===== config.mk =====
export PLATFORM = sky130hd
export DESIGN_NAME = hdmi_timing_gen
export DESIGN_NICKNAME = d
export VERILOG_FILES = /design/src/rtl/hdmi_timing_gen.sv
export SDC_FILE = /design/constraint.sdc
export NUM_CORES = 1
export LEC_CHECK = 0
export BUFFER_PORTS_ARGS = -buffer_cell sky130_fd_sc_hd__buf_2
export CORE_ASPECT_RATIO = 0.9
export CORE_MARGIN = 2
export CORE_UTILIZATION = 54
export DETAILED_ROUTE_END_ITERATION = 8
export PLACE_DENSITY = 0.88
export SYNTH_ARGS = -nofsm -noshare
export SYNTH_HDL_FRONTEND = slang
export SYNTH_SLANG_ARGS = --single-unit

===== constraint.sdc =====
create_clock -name clk_in -period 4.6 [get_ports clk_in]
set_input_delay 0.69 -clock clk_in [delete_from_list [all_inputs] [get_ports clk_in]]
set_output_delay 0.69 -clock clk_in [all_outputs]
set_load 0.01 [all_outputs]

===== src/rtl/hdmi_timing_gen.sv =====
// hdmi_timing_gen
//   Video timing generator for a DVI/HDMI transmitter. Two free-running
//   counters (cnt_h, cnt_v) walk the raster in the order sync, back porch,
//   active, front porch, both horizontally and vertically. Every output is a
//   combinational decode of those counters, en and reset.
//
// Ports
//   clk_in      in   1   pixel clock
//   sys_rst_n   in   1   asynchronous active-low reset
//   en          in   1   timing enable (0 parks the raster at the origin)
//   pix_data    in  24   {R,G,B} from the pixel source, one clock after data_req
//   hsync       out  1   active-high horizontal sync
//   vsync       out  1   active-high vertical sync
//   rgb_valid   out  1   active video window
//   data_req    out  1   pixel request, one clock ahead of rgb_valid
//   pix_x       out 12   column of the requested pixel (0 when not requesting)
//   pix_y       out 12   row of the requested pixel (0 when not requesting)
//   rgb_r/g/b   out  8   pix_data gated by rgb_valid
//   frame_start out  1   one-clock pulse at cnt_h=0, cnt_v=0
module hdmi_timing_gen #(
  parameter int H_SYNC  = 96,
  parameter int H_BACK  = 48,
  parameter int H_VALID = 640,
  parameter int H_FRONT = 16,
  parameter int V_SYNC  = 2,
  parameter int V_BACK  = 33,
  parameter int V_VALID = 480,
  parameter int V_FRONT = 10
) (
  input  logic        clk_in,
  input  logic        sys_rst_n,
  input  logic        en,
  input  logic [23:0] pix_data,
  output logic        hsync,
  output logic        vsync,
  output logic        rgb_valid,
  output logic        data_req,
  output logic [11:0] pix_x,
  output logic [11:0] pix_y,
  output logic [7:0]  rgb_r,
  output logic [7:0]  rgb_g,
  output logic [7:0]  rgb_b,
  output logic        frame_start
);

  localparam int H_TOTAL = H_SYNC + H_BACK + H_VALID + H_FRONT;
  localparam int V_TOTAL = V_SYNC + V_BACK + V_VALID + V_FRONT;

  localparam logic [11:0] H_MAX     = 12'(H_TOTAL - 1);
  localparam logic [11:0] V_MAX     = 12'(V_TOTAL - 1);
  localparam logic [11:0] H_SYNC_E  = 12'(H_SYNC);
  localparam logic [11:0] V_SYNC_E  = 12'(V_SYNC);
  localparam logic [11:0] H_ACT_B   = 12'(H_SYNC + H_BACK);
  localparam logic [11:0] H_ACT_E   = 12'(H_SYNC + H_BACK + H_VALID);
  // Request window is the active window moved one clock earlier on the line.
  localparam logic [11:0] H_REQ_B   = 12'(H_SYNC + H_BACK - 1);
  localparam logic [11:0] H_REQ_E   = 12'(H_SYNC + H_BACK + H_VALID - 1);
  localparam logic [11:0] V_ACT_B   = 12'(V_SYNC + V_BACK);
  localparam logic [11:0] V_ACT_E   = 12'(V_SYNC + V_BACK + V_VALID);

  logic [11:0] cnt_h;
  logic [11:0] cnt_v;

  // Raster counters; en=0 parks them at the origin so the next enabled
  // clock is the first clock of a fresh frame.
  always_ff @(posedge clk_in or negedge sys_rst_n) begin
    if (!sys_rst_n) begin
      cnt_h <= '0;
      cnt_v <= '0;
    end else if (!en) begin
      cnt_h <= '0;
      cnt_v <= '0;
    end else if (cnt_h == H_MAX) begin
      cnt_h <= '0;
      cnt_v <= (cnt_v == V_MAX) ? 12'd0 : cnt_v + 12'd1;
    end else begin
      cnt_h <= cnt_h + 12'd1;
    end
  end

  logic run;
  logic v_win;

  // Reset is folded into the gate because the counters sit at the origin
  // during reset, which would otherwise decode as sync/frame_start.
  assign run = en & sys_rst_n;

  always_comb begin
    hsync       = 1'b0;
    vsync       = 1'b0;
    rgb_valid   = 1'b0;
    data_req    = 1'b0;
    pix_x       = '0;
    pix_y       = '0;
    frame_start = 1'b0;
    v_win       = (cnt_v >= V_ACT_B) && (cnt_v < V_ACT_E);
    if (run) begin
      hsync       = (cnt_h < H_SYNC_E);
      vsync       = (cnt_v < V_SYNC_E);
      rgb_valid   = v_win && (cnt_h >= H_ACT_B) && (cnt_h < H_ACT_E);
      data_req    = v_win && (cnt_h >= H_REQ_B) && (cnt_h < H_REQ_E);
      frame_start = (cnt_h == 12'd0) && (cnt_v == 12'd0);
      if (data_req) begin
        pix_x = cnt_h - H_REQ_B;
        pix_y = cnt_v - V_ACT_B;
      end
    end
    {rgb_r, rgb_g, rgb_b} = rgb_valid ? pix_data : 24'd0;
  end

endmodule


==> After elaboration in Yosys (flattened, before gate mapping) <==
Cells that the tools add are included.
{ "classes": {"mux": 15, "bitwise_logic": 1, "add_sub_neg": 4, "order_cmp": 8, "n_reduce_logical": 8, "n_eq_ne": 3} }
{ "ops": {"columns": ["cell", "n"], "rows": [
  ["$mux 12", 9],
  ["$lt 12x10->1 const B", 3],
  ["$add 12x1->12 const B", 2],
  ["$eq 12x10->1 const B", 2],
  ["$ge 12x8->1 const B", 2],
  ["$logic_not 12->1", 2],
  ["$mux 24", 1],
  ["$ge 12x6->1 const B", 1],
  ["$lt 12x2->1 const B", 1],
  ["$lt 12x7->1 const B", 1],
  ["$sub 12x6->12 const B", 1],
  ["$sub 12x8->12 const B", 1],
  ["$logic_and 1x1->1", 6],
  ["$mux 1", 5],
  ["$ne 2x1->1 const B", 1],
  ["$and 1x1->1", 1]
]} }
{ "word_totals": {"reg_bits": 24, "out_inout_bits": 53} }

==> Depth between registers and ports, before layout <==
Gate-level depths: netlist (run 1).
{ "logic_depth": {"depth_word": 6, "mapped_depth": 8, "mapped_depth_nobuf": 6} }

==> Worst setup path before layout (run 1) <==
No wires, ideal clock.
{ "synth_path": {"path_kind": "input port to output port", "startpoint": "in sys_rst_n", "endpoint": "out pix_x[1]", "t_required_ps": 3910, "stages": 6, "slack_ps": 1935, "arrival_time_ps": 1975, "path_cell_list": "nor4bb_1 > o2111a_1 > nand3_1 > buf_2 > buf_2 > nor3b_1"} }
{ "synth_via": {"elab_chain_len": 2} }
{ "synth_lines": {"columns": ["element", "line_no", "rtl"], "rows": [
  ["start: declaration", "31", "input logic sys_rst_n,"],
  ["$and 1x1->1", "86", "assign run = en & sys_rst_n;"],
  ["$mux 12", "97", "if (run) begin"],
  ["end: declaration", "38", "output logic [11:0] pix_x,"]
]} }
No other way between the ends.

==> Worst setup path in the final report (run 1) <==
{ "layout_path": {"startpoint": "reg cnt_v[6]", "endpoint": "out pix_x[7]"} }
{ "layout_via": {"elab_chain_len": 6} }
{ "layout_lines": {"columns": ["element", "line_no", "rtl"], "rows": [
  ["start: declaration", "62", "logic [11:0] cnt_v;"],
  ["start signal: assignment", "75", "cnt_v <= (cnt_v == V_MAX) ? 12'd0 : cnt_v + 12'd1;"],
  ["$ge 12x6->1 / $lt 12x10->1 (equally long branches)", "96", "v_win = (cnt_v >= V_ACT_B) && (cnt_v < V_ACT_E);"],
  ["$logic_and 1x1->1 (*)", "96", null],
  ["$logic_and 1x1->1 (*) (2 in series)", "101", "data_req = v_win && (cnt_h >= H_REQ_B) && (cnt_h < H_REQ_E);"],
  ["$mux 12 (*)", "103", "if (data_req) begin"],
  ["$mux 12 (*)", "97", null]
]} }
Mark *: on every way between the ends. The rest lies on a longest branch, timed or not.

==> flow_metrics.py, run 1 <==
metrics = {
    "run_status": {
        "status": "finished clean",
    },
    "clock_tree": {
        "htreeDepth": 1,
        "cts_tree": "built",
        "cts_sinks": 24,
        "cts_made_buffers": 3,
        "clock-root-buffer": "clkbuf_8",
        "post_cts_resized": 0,
        "worst_skew_pair.late_latency_ps": 260,
        "post_cts_buffers": 0,
        "ctsHoldBuffers": 0,
        "clk_pin_slew_worst_paths_ps": 80,
        "clockBufferDepth": 2,
    },
    "logic_synthesis": {
        "yosys.area.top_type": "dfrtp_1",
        "synthArstFlopShare": 1.00,
        "ys.flop_type": "dfrtp_1",
        "synth_seq_area_share": 0.280,
        "synth_cell_type_count": 52,
        "ys_top_cells_by_area": "dfrtp_1 28%, nor3b_1 9.5%, nor3_1 6.1%, xnor2_1 5.7%, nor2_1 4.0%",
        "syn_avg_cell_area_um2": 7.94,
        "synth_most_common_cell": "nor3b_1",
        "synth_area_um2": 2140,
        "synth-warning-count": 0,
        "postSynthCellCount": 270,
        "yosys-top-cells-count": "27 x nor3b_1, 26 x nor3_1, 24 x dfrtp_1, 23 x nor2_1, 19 x clkbuf_1",
        "yosysTopAreaCellShare": 0.280,
        "ys_ff_latch": 24,
        "synth_edf_count": 0,
    },
    "placement": {
        "dpl_cell_area_um2": 2450,
        "placedCellCount": 362,
        "place_congestion": 0.910,
        "dp_hpwl_mm": 3.89,
        "numPortBuffers": 77,
    },
    "setup_path": {
        "reg2reg_from": "cnt_h[7]",
        "r2r_end": "cnt_v[5]",
        "regToRegSetupSlack_ps": 2030,
        "crit_type": "register to output port",
        "worst_setup_path_start_kind": "register",
        "arrival_ps": 3020,
        "crit_fanout": 47,
        "crit_required_ps": 3910,
        "cp-end-kind": "output port",
        "reg2reg_depth": 4,
    },
    "grt": {
        "grt_usage": 0.252,
        "overflow": 0,
        "grt_pass1_wl_mm": 9.38,
        "grt_max_degree": 48,
        "antenna_found_initial": 0,
        "grt_pass1_vias": 2014,
    },
    "sta": {
        "slew_headroom": 0.320,
        "skew_ps": 4.82,
        "max_freq_mhz": 269,
        "hold_violations": 0,
        "period_minus_slack_ps": 3710,
        "whs_ps": 446,
        "tightest_slew_ps": 1020,
        "finalSetupViolCount": 0,
        "slew_violations": 0,
        "final.period_utilization": 0.807,
        "setup_tns_ps": 0,
        "rsz0062_at_grt": "no",
    },
    "die": {
        "coreArea_um2": 3760,
        "start_util": 0.570,
        "rows": 21,
        "io_pins": 80,
        "die_h_um": 63.8,
        "die-area_um2": 4490,
        "die_width_um": 70.4,
    },
    "routing": {
        "wirelength_mm": 5.49,
        "ant_nets": 0,
        "first_pass_iters": 5,
        "routed-via-count": 2230,
        "vias_per_cell": 6.11,
        "drtIter0Drc": 227,
        "drt-wirelength-per-cell_um": 15.0,
        "drc": 0,
    },
    "power": {
        "power_density_nw_per_um2": 166,
        "ir_drop_v": 0.000125,
        "power.leakage_nw": 1.12,
    },
    "layout": {
        "fin_nets": 352,
        "num-fill-cells": 329,
        "fin_util": 0.663,
        "diodes": 0,
        "layoutNonFillerInstCount": 365,
        "layout-drive-gt1-share": 0.295,
        "postLayoutCellArea_um2": 2490,
        "area_growth_pct": 16.2,
    },
    "job": {
        "drv_cap": 0,
    },
    "worst_hold_path": {
        "hold_path.class": "input port to async pin",
    },
}
-- stage by stage --
stage | setup slack, ps | power (W)
floorplan | 1940 | 0.000270
global placement | 1130 | 0.000291
detailed placement | 987 | 0.000293
CTS | 907 | 0.000415
global route | 560 | 0.000434
finish | 887 | 0.000413
-- cell type report --
class,instances,area [µm²],share of cell area
clock buffer,3,41.3,0.0166
tap,46,57.6,0.0231
timing repair buffer,78,393,0.158
multi-input combinational,205,1360,0.548
inverter,9,33.8,0.0136
sequential,24,601,0.241
-- kinds of logic after synthesis --
kind of cell | Yosys count | synth area share
AND/OR/NAND/NOR | 135 | 0.363
AO/OA/AOI/OAI | 40 | 0.143
multiplexers | 1 | 0.00525
other | 1 | 0.00175
buffers and inverters | 42 | 0.0893
flip-flops | 24 | 0.280
adder cells (fa/ha/maj) | 4 | 0.0234
XOR/XNOR | 23 | 0.0940
-- per-layer routing --
metal / part of all wire / vias to the layer above / GRT usage / wire, µm
met3: 0.061 / 8 / 0.0315 / 333
met5: 0 / - / 0 / 0
met4: 0.0097 / 0 / 0.0649 / 53
met1: 0.45 / 1065 / 0.362 / 2490
li1: - / 1070 / - / -
met2: 0.48 / 87 / 0.401 / 2610
-- flip-flops by register name, summed over array words and instances (netlist names) --
name,count
cnt_h,12
cnt_v,12
-- worst max-delay path by stage --
stage              start       end  slack, ps  depth (start not counted)
2_1_floorplan  sys_rst_n  pix_x[1]       1940                          6
3_3_place_gp          en  pix_x[7]       1130                          6
3_5_place_dp          en  pix_x[7]        990                          6
4_1_cts         cnt_v[7]  pix_x[7]        910                          5
5_1_grt         cnt_v[7]  pix_x[7]        560                          5
6_report        cnt_v[6]  pix_x[7]        890                          5
-- critical path: stages, from the launching register on --
cell and delay (ps):
dfrtp_1 490, nor4_1 630, a21bo_2 260, nand3_2 660
nor4_1 500, buf_2 190
-- report_power, final --
group          switching [W]  internal (W)
combinational      0.0000344     0.0000302
clock              0.0000657     0.0000585
sequential        0.00000923      0.000215
total               0.000109      0.000304
-- cells in the final DEF, fill, tap and decap left out, types with 4 or more instances in the layout --
cell type,count
nor3b_1,27
and3_1,6
dfrtp_1,24
o211ai_1,5
or2_2,4
nand3_1,14
nand4_1,7
xnor2_1,14
nor3_1,26
o21ai_0,6
o31ai_1,5
xor2_1,9
nand2_1,9
nor4_1,6
nor2_1,23
inv_1,9
ha_1,4
buf_2,77
Note: power is estimated with default switching activity, not from simulation.
==> inputs of run 2 (changes only) <==
--- a/config.mk
+++ b/config.mk
@@ -8,9 +8,9 @@
 export BUFFER_PORTS_ARGS = -buffer_cell sky130_fd_sc_hd__buf_2
 export CORE_ASPECT_RATIO = 0.9
 export CORE_MARGIN = 2
-export CORE_UTILIZATION = 54
+export CORE_UTILIZATION = 45
 export DETAILED_ROUTE_END_ITERATION = 8
-export PLACE_DENSITY = 0.88
+export PLACE_DENSITY = 0.78
 export SYNTH_ARGS = -nofsm -noshare
 export SYNTH_HDL_FRONTEND = slang
 export SYNTH_SLANG_ARGS = --single-unit
==> constraint.sdc (replaced) <==
create_clock -name clk_in -period 3.1 [get_ports clk_in]
set_input_delay 0.465 -clock clk_in [delete_from_list [all_inputs] [get_ports clk_in]]
set_output_delay 0.465 -clock clk_in [all_outputs]
set_load 0.01 [all_outputs]
==> run 2 against run 1 <==
  * Power increased by 50%
  * Setup slack worse by 690 ps
  * First-iteration DRC count fell by 45%
  * Critical path depth increased by 1
  * Core utilization shrank 8.6 points
  * Critical path type unchanged
==> flow_metrics.py, run 2 (same netlist as run 1, synthesis figures left out) <==
metrics = {
    "placement": {
        "place_congestion": 0.813,
        "dp_hpwl_mm": 4.24,
        "dpl_cell_area_um2": 2560,
        "dp_slack_ps": 388,
        "numPortBuffers": 77,
    },
    "setup_path": {
        "regToRegSetupSlack_ps": 890,
        "crit_type": "register to output port",
        "endpoint": "pix_x[7]",
        "reg2reg_from": "cnt_h[0]",
        "arrival_ps": 2440,
        "cp-end-kind": "output port",
        "crit_required_ps": 2630,
        "r2r_end": "cnt_v[9]",
        "worst_setup_path_start_kind": "register",
        "crit_start": "cnt_h[0]",
        "reg2reg_depth": 5,
        "crit_fanout": 23,
    },
    "routing": {
        "drtIter0Drc": 124,
        "drt-wirelength-per-cell_um": 14.9,
        "ant_nets": 0,
        "routed-via-count": 2251,
        "drc": 0,
        "vias_per_cell": 5.76,
        "first_pass_iters": 4,
        "wirelength_mm": 5.82,
    },
    "sta": {
        "setup_tns_ps": 0,
        "hold_violations": 0,
        "setup_slack_ps": 197,
        "skew_ps": 3.38,
        "period_minus_slack_ps": 2900,
        "finalSetupViolCount": 0,
        "tightest_slew_ps": 580,
        "whs_ps": 217,
        "max_freq_mhz": 344,
        "rsz0062_at_grt": "no",
        "slew_violations": 0,
        "slew_headroom": 0.613,
        "final.period_utilization": 0.936,
    },
    "clock_tree": {
        "worst_skew_pair.late_latency_ps": 270,
        "post_cts_buffers": 0,
        "clockBufferDepth": 2,
        "cts_sinks": 24,
        "clk_pin_slew_worst_paths_ps": 80,
        "cts_tree": "built",
        "ctsHoldBuffers": 0,
        "clock-root-buffer": "clkbuf_8",
        "htreeDepth": 1,
        "cts_made_buffers": 3,
    },
    "grt": {
        "antenna_found_initial": 0,
        "grt_use_met3": 0.0365,
        "grt_max_degree": 29,
        "overflow": 0,
        "top_usage_layer": "met2",
        "met1_usage": 0.310,
        "grt_use_met2": 0.339,
        "grt_pass1_wl_mm": 9.53,
        "grt_pass1_vias": 1978,
        "grt_usage": 0.213,
    },
    "power": {
        "power_density_nw_per_um2": 238,
        "power.leakage_nw": 1.17,
        "ir_drop_v": 0.000209,
    },
    "layout": {
        "area_growth_pct": 21.6,
        "final_common_cell": "buf_2",
        "layout-drive-gt1-share": 0.325,
        "fin_nets": 362,
        "diodes": 0,
        "reg_top3": "cnt_h: 12 flops, cnt_v: 12 flops",
        "postLayoutCellArea_um2": 2610,
        "final_cell_mix": "77 x buf_2, 27 x nor3b_1, 25 x nor3_1",
    },
    "die": {
        "start_util": 0.474,
        "die_width_um": 76.7,
        "io_pins": 80,
        "die-area_um2": 5330,
        "coreArea_um2": 4520,
        "die_h_um": 69.5,
        "rows": 23,
    },
    "job": {
        "drv_cap": 0,
    },
    "run_status": {
        "status": "finished clean",
    },
    "worst_hold_path": {
        "hold_path.class": "input port to async pin",
    },
}
-- run 2: layout make-up --
class                      count  area, µm²
clock buffer                   3       41.3
fill                         419       1910
inverter                       9       33.8
multi-input combinational    205       1370
sequential                    24        601
tap                           62       77.6
timing repair buffer          88        480
-- run 2: critical path, stage by stage (launching register included) --
cell and delay, ps:
dfrtp_1 430, ha_1 240, and3_1 310, nor3b_1 190, a211o_2 480, nor4_1 330
buf_2 180
-- run 2: where the power goes --
part / internal [W] / switching, W
clock: 0.0000871 / 0.0000995
sequential: 0.000319 / 0.0000142
combinational: 0.0000481 / 0.0000526
-- run 2: worst min-delay path by stage --
stage,to,start,depth (start not counted),slack (ps)
after floorplan,cnt_h[0],sys_rst_n,0,170
after global placement,cnt_h[0],cnt_h[0],1,500
after detailed placement,cnt_h[3],sys_rst_n,2,520
after CTS,cnt_v[10],sys_rst_n,2,230
after global routing,cnt_v[6],sys_rst_n,2,250
final,cnt_v[0],sys_rst_n,2,220
-- run 2: routing by layer --
metal | part of all wire | wire [µm]
met5 | 0 | 0
met4 | 0.00086 | 5
met3 | 0.070 | 407
met2 | 0.47 | 2740
met1 | 0.46 | 2670
-- run 2: stage by stage --
| step | std cells | power (W) | util |
|---|---|---|---|
| floorplan | 271 | 0.000400 | - |
| global placement | 388 | 0.000437 | 0.566 |
| detailed placement | 388 | 0.000439 | 0.566 |
| CTS | 391 | 0.000626 | 0.575 |
| global route | 391 | 0.000649 | 0.577 |
| finish | 391 | 0.000621 | 0.577 |
-- run 2: what timing repair did --
item,4_1_cts,5_1_grt
hold endpoints to repair,0,0
resized for setup,0,3
setup endpoints to repair,0,43
==> inputs of run 3 (changes only) <==
--- a/config.mk
+++ b/config.mk
@@ -8,9 +8,9 @@
 export BUFFER_PORTS_ARGS = -buffer_cell sky130_fd_sc_hd__buf_2
 export CORE_ASPECT_RATIO = 0.9
 export CORE_MARGIN = 2
-export CORE_UTILIZATION = 45
+export CORE_UTILIZATION = 50
 export DETAILED_ROUTE_END_ITERATION = 8
-export PLACE_DENSITY = 0.78
+export PLACE_DENSITY = 0.82
 export SYNTH_ARGS = -nofsm -noshare
 export SYNTH_HDL_FRONTEND = slang
 export SYNTH_SLANG_ARGS = --single-unit
==> constraint.sdc (replaced) <==
create_clock -name clk_in -period 3.02 [get_ports clk_in]
set_input_delay 0.453 -clock clk_in [delete_from_list [all_inputs] [get_ports clk_in]]
set_output_delay 0.453 -clock clk_in [all_outputs]
set_load 0.01 [all_outputs]
==> run 3 against run 2 <==
  * Setup slack worse by 79 ps
  * Via count is 0.93% higher
  * Global-route usage grew 4.2 points
  * Hold slack worse by 4.9 ps
  * Sequential share of layout area down 0.12 points
  * Wire length increased by 7.4%
  * Register-to-register slack worse by 20 ps
  * Highest routed layer unchanged
==> flow_metrics.py, run 3 (same netlist as run 1, synthesis figures left out) <==
metrics = {
    "run_status": {
        "status": "finished clean",
    },
    "die": {
        "coreArea_um2": 4100,
        "io_pins": 80,
        "die_h_um": 66.1,
        "rows": 22,
        "start_util": 0.523,
        "die-area_um2": 4830,
        "die_width_um": 73.0,
    },
    "routing": {
        "vias_per_cell": 6.01,
        "ant_nets": 0,
        "first_pass_iters": 5,
        "routed-via-count": 2272,
        "drc": 0,
        "drtIter0Drc": 305,
        "drt-wirelength-per-cell_um": 16.5,
        "wirelength_mm": 6.25,
    },
    "layout": {
        "layout-drive-gt1-share": 0.336,
        "fin_util": 0.639,
        "diodes": 0,
        "reg_top3": "cnt_h: 12 flops, cnt_v: 12 flops",
        "layoutNonFillerInstCount": 378,
        "area_growth_pct": 22.2,
        "final_cell_mix": "77 x buf_2, 27 x nor3b_1, 24 x dfrtp_1",
        "fin_nets": 362,
        "multi_input_area_um2": 1390,
        "num-fill-cells": 383,
        "register_area_um2": 601,
        "final_common_cell": "buf_2",
    },
    "setup_path": {
        "slowest_stage": "dfrtp_1",
        "cp_slowest_stage_delay_ps": 440,
        "arrival_ps": 2450,
        "cp-end-kind": "output port",
        "crit_fanout": 13,
        "crit_required_ps": 2570,
        "crit_type": "register to output port",
        "worst_setup_path_start_kind": "register",
        "crit_chain": "ha_1, and3_2, nor3b_1, a211o_2, buf_4, nor3_1, buf_2",
    },
    "grt": {
        "grt_pass1_wl_mm": 9.56,
        "grt_usage": 0.255,
        "grt_max_degree": 28,
        "grt_pass1_vias": 1867,
        "overflow": 0,
        "antenna_found_initial": 0,
    },
    "power": {
        "power_density_nw_per_um2": 255,
        "total_power_w": 0.000668,
        "power.leakage_nw": 1.18,
        "ir_drop_v": 0.000225,
    },
    "placement": {
        "place_congestion": 0.870,
        "placedCellCount": 374,
        "numPortBuffers": 77,
        "dp_hpwl_mm": 4.59,
    },
    "clock_tree": {
        "worst_skew_pair.late_latency_ps": 270,
        "ctsHoldBuffers": 0,
        "post_cts_buffers": 0,
        "cts_made_buffers": 3,
        "cts_sinks": 24,
        "clk_pin_slew_worst_paths_ps": 90,
        "clockBufferDepth": 2,
        "htreeDepth": 1,
        "clock-root-buffer": "clkbuf_8",
        "cts_tree": "built",
    },
    "job": {
        "drv_cap": 0,
    },
    "sta": {
        "tightest_slew_ps": 544,
        "finalSetupViolCount": 0,
        "setup_tns_ps": 0,
        "slew_violations": 0,
        "whs_ps": 212,
        "max_freq_mhz": 345,
        "rsz0062_at_grt": "no",
        "period_minus_slack_ps": 2900,
        "final.period_utilization": 0.961,
        "hold_violations": 0,
        "skew_ps": 5.30,
        "slew_headroom": 0.632,
    },
    "worst_hold_path": {
        "hold_path.class": "input port to async pin",
    },
}
==> run 3: changes by cell type in the layout (fill, tap and decap cells not counted) <==
cell      previous run  this run
and3_2               0         1
a21oi_1              3         4
ha_1                 3         4
nor3_2               1         3
nor4_1               6         5
a21oi_2              1         0
ha_2                 1         0
clkbuf_8             3         4
nor4bb_2             0         1
nor4bb_1             1         0
and3_1               6         5
nor4_2               0         1
nor3_1              25        23
==> run 3: cell type report <==
| type | count | share of cell area |
|---|---|---|
| sequential | 24 | 0.229 |
| inverter | 9 | 0.0129 |
| clock buffer | 4 | 0.0210 |
| timing repair buffer | 88 | 0.183 |
| multi-input combinational | 205 | 0.531 |
| tap | 48 | 0.0229 |
==> run 3: final timing paths <==
check | slack [ps] | cells after the start | from | endpoint
min | 210 | 2 | sys_rst_n | cnt_h[2]
min reg2reg | 540 | 1 | cnt_h[0] | cnt_h[0]
max reg2reg | 870 | 4 | cnt_h[7] | cnt_v[6]
max | 120 | 7 | cnt_h[0] | pix_y[5]
min in group clk_in | 540 | 1 | cnt_h[0] | cnt_h[0]
max in group asynchronous | 2560 | 2 | sys_rst_n | cnt_v[5]
==> run 3: critical path: cells and delay by family, from the launching register on <==
family,cells,cell delay (ps)
DFF,1,440
and+or+nand+nor,3,680
buffers and inverters,2,390
adders and majority gates,1,240
AOI/OAI and AO/OA,1,410
==> run 3: per-layer routing <==
| metal | track usage | up-vias | share of wire |
|---|---|---|---|
| met5 | 0 | - | 0 |
| met4 | 0.0463 | 0 | 0.0064 |
| met3 | 0.0503 | 8 | 0.068 |
| met2 | 0.396 | 104 | 0.49 |
| met1 | 0.367 | 1067 | 0.43 |
| li1 | - | 1093 | - |
==> run 3: repair_timing <==
action,4_1_cts,5_1_grt
cloned,0,0
gates resized for setup,1,6
setup endpoints to repair,2,12
==> run 3: report_power, final <==
| part | total (W) | internal (W) | switching [W] |
|---|---|---|---|
| registers | 0.000342 | 0.000328 | 0.0000141 |
| logic | 0.000107 | 0.0000506 | 0.0000562 |
| clock network | 0.000219 | 0.000117 | 0.000103 |
==> run 3: per-stage QoR <==
step / instance area (µm²) / setup slack [ps]
after floorplan: 2150 / 602
after global placement: 2530 / 337
after detailed placement: 2530 / 274
after CTS: 2590 / 5.01
after global routing: 2620 / 7.99
final: 2620 / 118
